**src/rtl/vga_timing_gen.sv**
```systemverilog
// Raster timing source: walks a (h, v) position one pixel per en_i strobe and
// presents registered sync, data-enable, coordinates and line/frame pulses,
// all describing the same position in the same cycle.
module vga_timing_gen #(
   parameter int unsigned H_ACTIVE    = 640,
   parameter int unsigned H_FP        = 16,
   parameter int unsigned H_SYNC      = 96,
   parameter int unsigned H_BP        = 48,
   parameter int unsigned V_ACTIVE    = 480,
   parameter int unsigned V_FP        = 10,
   parameter int unsigned V_SYNC      = 2,
   parameter int unsigned V_BP        = 33,
   parameter logic        SYNC_POL    = 1'b0,
   parameter int unsigned COORD_WIDTH = 10
) (
   input  logic                   clk,
   input  logic                   rst,
   input  logic                   en_i,
   output logic                   hsync_o,
   output logic                   vsync_o,
   output logic                   de_o,
   output logic [COORD_WIDTH-1:0] x_o,
   output logic [COORD_WIDTH-1:0] y_o,
   output logic                   line_start_o,
   output logic                   frame_start_o
);

   localparam int unsigned H_TOTAL = H_ACTIVE + H_FP + H_SYNC + H_BP;
   localparam int unsigned V_TOTAL = V_ACTIVE + V_FP + V_SYNC + V_BP;

   localparam logic [COORD_WIDTH-1:0] HLast      = COORD_WIDTH'(H_TOTAL - 1);
   localparam logic [COORD_WIDTH-1:0] VLast      = COORD_WIDTH'(V_TOTAL - 1);
   localparam logic [COORD_WIDTH-1:0] HAct       = COORD_WIDTH'(H_ACTIVE);
   localparam logic [COORD_WIDTH-1:0] VAct       = COORD_WIDTH'(V_ACTIVE);
   localparam logic [COORD_WIDTH-1:0] HSyncFirst = COORD_WIDTH'(H_ACTIVE + H_FP);
   localparam logic [COORD_WIDTH-1:0] HSyncLast  = COORD_WIDTH'(H_ACTIVE + H_FP + H_SYNC - 1);
   localparam logic [COORD_WIDTH-1:0] VSyncFirst = COORD_WIDTH'(V_ACTIVE + V_FP);
   localparam logic [COORD_WIDTH-1:0] VSyncLast  = COORD_WIDTH'(V_ACTIVE + V_FP + V_SYNC - 1);

   logic [COORD_WIDTH-1:0] h_q, h_d, v_q, v_d;
   logic [COORD_WIDTH-1:0] h_nxt, v_nxt;
   logic                   de_q, de_d;
   logic                   hsync_q, hsync_d;
   logic                   vsync_q, vsync_d;
   logic                   line_start_q, line_start_d;
   logic                   frame_start_q, frame_start_d;
   logic                   h_wrap, v_wrap;

   // Position one strobe ahead; wraps h at end of line, v at end of frame.
   always_comb begin
      h_wrap = (h_q == HLast);
      v_wrap = (v_q == VLast);
      h_nxt  = h_wrap ? '0 : h_q + COORD_WIDTH'(1);
      v_nxt  = v_q;
      if (h_wrap) begin
         v_nxt = v_wrap ? '0 : v_q + COORD_WIDTH'(1);
      end
   end

   // Decode outputs from the next position on a strobe; hold otherwise, pulses drop.
   always_comb begin
      h_d           = h_q;
      v_d           = v_q;
      de_d          = de_q;
      hsync_d       = hsync_q;
      vsync_d       = vsync_q;
      line_start_d  = 1'b0;
      frame_start_d = 1'b0;
      if (en_i) begin
         h_d           = h_nxt;
         v_d           = v_nxt;
         de_d          = (h_nxt < HAct) && (v_nxt < VAct);
         hsync_d       = ((h_nxt >= HSyncFirst) && (h_nxt <= HSyncLast)) ? SYNC_POL : ~SYNC_POL;
         vsync_d       = ((v_nxt >= VSyncFirst) && (v_nxt <= VSyncLast)) ? SYNC_POL : ~SYNC_POL;
         line_start_d  = (h_nxt == '0);
         frame_start_d = (h_nxt == '0) && (v_nxt == '0);
      end
   end

   // State registers; reset parks on the last pixel so the first strobe shows (0,0).
   always_ff @(posedge clk or posedge rst) begin
      if (rst) begin
         h_q           <= HLast;
         v_q           <= VLast;
         de_q          <= 1'b0;
         hsync_q       <= ~SYNC_POL;
         vsync_q       <= ~SYNC_POL;
         line_start_q  <= 1'b0;
         frame_start_q <= 1'b0;
      end else begin
         h_q           <= h_d;
         v_q           <= v_d;
         de_q          <= de_d;
         hsync_q       <= hsync_d;
         vsync_q       <= vsync_d;
         line_start_q  <= line_start_d;
         frame_start_q <= frame_start_d;
      end
   end

   assign x_o           = h_q;
   assign y_o           = v_q;
   assign de_o          = de_q;
   assign hsync_o       = hsync_q;
   assign vsync_o       = vsync_q;
   assign line_start_o  = line_start_q;
   assign frame_start_o = frame_start_q;

endmodule
```
**config.mk**
```make
export PLATFORM = sky130hd
export DESIGN_NAME = vga_timing_gen
export DESIGN_NICKNAME = d
export VERILOG_FILES = /design/src/rtl/vga_timing_gen.sv
export SDC_FILE = /design/constraint.sdc
export NUM_CORES = 1
export LEC_CHECK = 0
export CAP_MARGIN = 20
export CORE_MARGIN = 2
export CORE_UTILIZATION = 45
export CTS_BUF_LIST = sky130_fd_sc_hd__clkbuf_4 sky130_fd_sc_hd__clkbuf_8
export DETAILED_ROUTE_END_ITERATION = 16
export PLACE_DENSITY = 0.76
export REMOVE_ABC_BUFFERS = 1
export SLEW_MARGIN = 20
export SYNTH_ARGS = -nofsm -noshare
export SYNTH_HDL_FRONTEND = slang
export SYNTH_SLANG_ARGS = --single-unit
```
**constraint.sdc**
```tcl
create_clock -name clk -period 2.7 [get_ports clk]
set_input_delay 0.27 -clock clk [delete_from_list [all_inputs] [get_ports clk]]
set_output_delay 0.27 -clock clk [all_outputs]
set_load 0.02 [all_outputs]
```
After elaboration in Yosys (flattened, before gate mapping). Index checks and enable logic that the tools add are counted.

Flip-flop bits (word level): 25. Bits of input ports: 3. Word-level logic and storage cells: 30.

$add $sub $neg: 2. Order comparisons: 6. Equality and inequality tests: 2. Muxes and demuxes: 7. Reduce and logical (&&, ||, !) cells: 6.

Operators by type and width (number): 2-to-1 mux 10 bit (3); adder 10 x 1 -> 10 bit (second input constant) (2); equality test 10 bit (second input constant) (2); zero test 10 bit (2); greater-or-equal comparator 10 bit (second input constant) (1); greater-or-equal comparator 10 x 9 -> 1 bit (second input constant) (1); less-or-equal comparator 10 bit (second input constant) (1); less-or-equal comparator 10 x 9 -> 1 bit (second input constant) (1); less-than comparator 10 bit (second input constant) (1); less-than comparator 10 x 9 -> 1 bit (second input constant) (1); logical AND 1 bit (4); 2-to-1 mux 1 bit (4).

Depth between registers and ports, before layout.
Depth after elaboration: 6. Gate-level depth with buffers: 9. Gate-level depth less buffers: 8.

Least setup slack after synthesis. OpenSTA, ideal clock, no wires.

Kind: reg2reg. From: register h_q[1], in the netlist x_o[1]. To: register frame_start_q, in the netlist frame_start_o. Library setup time: 0.111 ns. Arrival time: 2.470 ns. Data required time: 2.589 ns. Setup slack: 0.119 ns. Cell stages (with the launch flop): 10. Buffers on the path: 2. Period minus slack after synthesis: 2.581 ns. Path through: dfstp_2 -> ha_1 -> and4_1 -> clkbuf_4 -> and3_1 -> clkbuf_8 -> o21ai_0 -> a22o_2 -> a2111o_1 -> a2111oi_2.

Longest elaborated chain between the ends: 5.

RTL lines: start, declared (RTL line 40) `logic [COORD_WIDTH-1:0] h_q, h_d, v_q, v_d;`; start signal, assigned (RTL line 83) `h_q <= HLast;`; adder 10 x 1 -> 10 bit or equality test 10 bit (tied branches) (RTL line 53, 51); 2-to-1 mux 10 bit (on tied branches) (RTL line 53, 55); zero test 10 bit (RTL line 76) `frame_start_d = (h_nxt == '0) && (v_nxt == '0);`; logical AND 1 bit * (RTL line 76); 2-to-1 mux 1 bit * (RTL line 69) `if (en_i) begin`; net frame_start_d (RTL line 46) `logic frame_start_q, frame_start_d;`; end signal, assigned (RTL line 97) `frame_start_q <= frame_start_d;`; end, declared (RTL line 46).

Mark *: on every way through the listed nets, which the timed path passes. The rest lies on a longest branch. A chain may end at the register's enable or synchronous reset.

Final worst setup path.
From: register h_q[4], in the netlist x_o[4]. To: register frame_start_q, in the netlist frame_start_o.

The elaborated chain is that of the path after synthesis.

==> flow_metrics.tcl <==
set metrics [dict create \
    postCtsSetupBuffers 0 \
    routed_wl_um 4058 \
    grtUsageTotal_pct 21.39 \
    fin_util_pct 56.85 \
    grt_max_degree 30 \
    initial_core_util_pct 47.12 \
    wire_per_inst_um 14.70 \
    drc 0 \
    synth_edf_count 0 \
    dieArea_um2 4375 \
    gr-total-overflow 0 \
    ys_seq_area_share_pct 36.86 \
    yosys_warnings 0 \
    yosysTopAreaCell "dfrtp_1" \
    area_growth_pct 20.66 \
    syn_area_um2 1738 \
    ys_types 50 \
    fp.dieW_um 66.15 \
    hold_buffers 0 \
    slew_violations 0 \
    cts_resized 0 \
    worstPathRequired_ns 2.86 \
    final_cell_mix "clkdlybuf4s50_1 (27), nand2_1 (24), nor2_1 (15)" \
    finalSetupTns_ns 0 \
    crit_chain "nand3_1 > nor3_1 > xor2_1 > or3_2 > a2111o_1 > a2111oi_2" \
    port_buffers 27 \
    grt_pass1_vias 1455 \
    htree_levels 1 \
    synth_area_leaders "dfrtp_1 (19%), dfstp_2 (18%), xnor2_1 (5.5%)" \
    drtAntennaViolNets 0 \
    fp.coreArea_um2 3689 \
    vias 1548 \
    finalHoldViolCount 0 \
    diodes 0 \
    crit_path_end_kind "flop" \
    p_leak_nw 0.8080 \
    maxSlewHeadroom_pct 41.93 \
    p_per_area_nw_per_um2 570.3 \
    crit_type "reg -> reg" \
    rsz0062_at_grt "false" \
    slowest_stage "dfstp_2" \
    avgSynthCellArea_um2 8.733 \
    cp_num_buf_inv 0 \
    path_max_fanout 8 \
    syn_inst 199 \
    clkTransAtPathRegs_ns 0.09 \
    io_pins 28 \
    arrival_ns 2.68 \
    hold_class "in -> async" \
    root_buffer "clkbuf_8" \
    grt_pass1_wl_um 7148 \
    layout_commonest_cell "clkdlybuf4s50_1" \
    die_y_um 66.15 \
    drt_iter0_drc 136 \
    ir_drop_uv 343.2 \
    drv_cap 0 \
    antenna_found_initial 0 \
    finalPower_mw 1.196 \
    dpl.hpwl_um 2984 \
    worstSkewPairLatency_ns 0.27 \
    synth_top_cell_area_share_pct 18.72 \
    cp_top_family "simple AND/OR/NAND/NOR gates" \
    skew_ns 0.006362 \
    ys_ff_latch 25 \
    synth_flop_cell "dfrtp_1" \
    cts.sinks 25 \
    via_per_inst 5.609 \
    drive_gt1_share_pct 17.11 \
    clk_path_buf_depth 2 \
    cts_buffers 3 \
    slowest_delay_ns 0.63 \
    critPathLaunchType "flop" \
    status "completed" \
    setup_violations 0 \
    rows 22 \
    async_reset_ff_share_pct 100.0 \
    globalplace.congestion 0.8980 \
    tritoncts "done" \
    fin_crit_sh_pct 93.27 \
    drt-pass1-iter-count 4 \
    timing.fmax_mhz 397.1 \
    final_nets 237 \
    tightestPinTransition_ns 0.8701 \
    period_needed_ns 2.518 \
]
-- state kept, by name, indices dropped and copies added, names as in the netlist --
register / cells
y_o: 10
frame_start_o: 1
x_o: 10
hsync_o: 1
de_o: 1
vsync_o: 1
line_start_o: 1
-- report_power, final --
group          internal [mW]  switching [mW]  total (mW)
sequential             0.452           0.103       0.555
combinational          0.185           0.218       0.403
clock                  0.116           0.122       0.238
total                  0.753           0.443        1.20
-- path summary, 6_finish.rpt --
| path | startpoint | end | slack, ns | cells after the start |
|---|---|---|---|---|
| worst max-delay path | x_o[4] | frame_start_o | 0.18 | 6 |
| worst min-delay path | rst | y_o[8] | 0.47 | 2 |
| worst max register to register | x_o[4] | frame_start_o | 0.18 | 6 |
| worst min register to register | x_o[1] | x_o[1] | 0.54 | 2 |
| max in group asynchronous | rst | y_o[2] | 1.57 | 3 |
| min in group clk | x_o[1] | x_o[1] | 0.54 | 2 |
-- stage by stage --
| step | hold WS (ns) | setup slack (ns) | instances | instance area, µm² |
|---|---|---|---|---|
| 2_1_floorplan | 0.2884 | 0.09168 | 187 | 1643 |
| 3_3_place_gp | 0.5208 | 0.3207 | 272 | 2048 |
| 3_5_place_dp | 0.5268 | 0.2237 | 272 | 2048 |
| 4_1_cts | 0.5189 | 0.1864 | 276 | 2097 |
| 5_1_grt | 0.5649 | 0.005554 | 276 | 2097 |
| 6_report | 0.4668 | 0.1818 | 276 | 2097 |
-- layout make-up --
| class | instances | area [µm²] |
|---|---|---|
| Tap cell | 48 | 60.06 |
| Sequential cell | 25 | 640.6 |
| Timing Repair Buffer | 37 | 345.3 |
| Inverter | 11 | 41.29 |
| Fill cell | 352 | 1592 |
| Multi-Input combinational cell | 151 | 960.9 |
| Clock buffer | 4 | 48.80 |
-- cells in the mapped netlist, drive strengths merged, types with 2 or more instances --
cell    count
dfrtp      13
a21oi       7
nor4        3
a31oi       3
nand2      24
nor2       15
mux2        3
nand4       6
o31ai       2
o21ai      13
a211oi      3
and3        5
clkbuf      9
o41ai       2
ha          5
nand3      13
xnor2      11
inv        11
or3         4
or2         2
nor3        8
dfstp      12
xor2        4
buf         3
-- metal layers --
| metal | vias up | track usage (%) | wire length (µm) |
|---|---|---|---|
| li1 | 772 | - | - |
| met3 | 6 | 3.237 | 240 |
| met5 | - | 0 | 0 |
| met1 | 712 | 30.48 | 1899 |
| met2 | 58 | 32.75 | 1851 |
| met4 | 0 | 7.653 | 65 |
-- cells by family after synthesis --
logic type	count (synthesis)	share of synthesized area, %
XOR/XNOR	15	7.559
adder cells (fa/ha/maj)	5	3.600
buffers and inverters	23	7.847
flip-flops	25	36.86
multiplexers	4	2.520
AND/OR/NAND/NOR	85	24.55
AO/OA/AOI/OAI	42	17.06
Note: power is estimated with default switching activity, not from simulation.
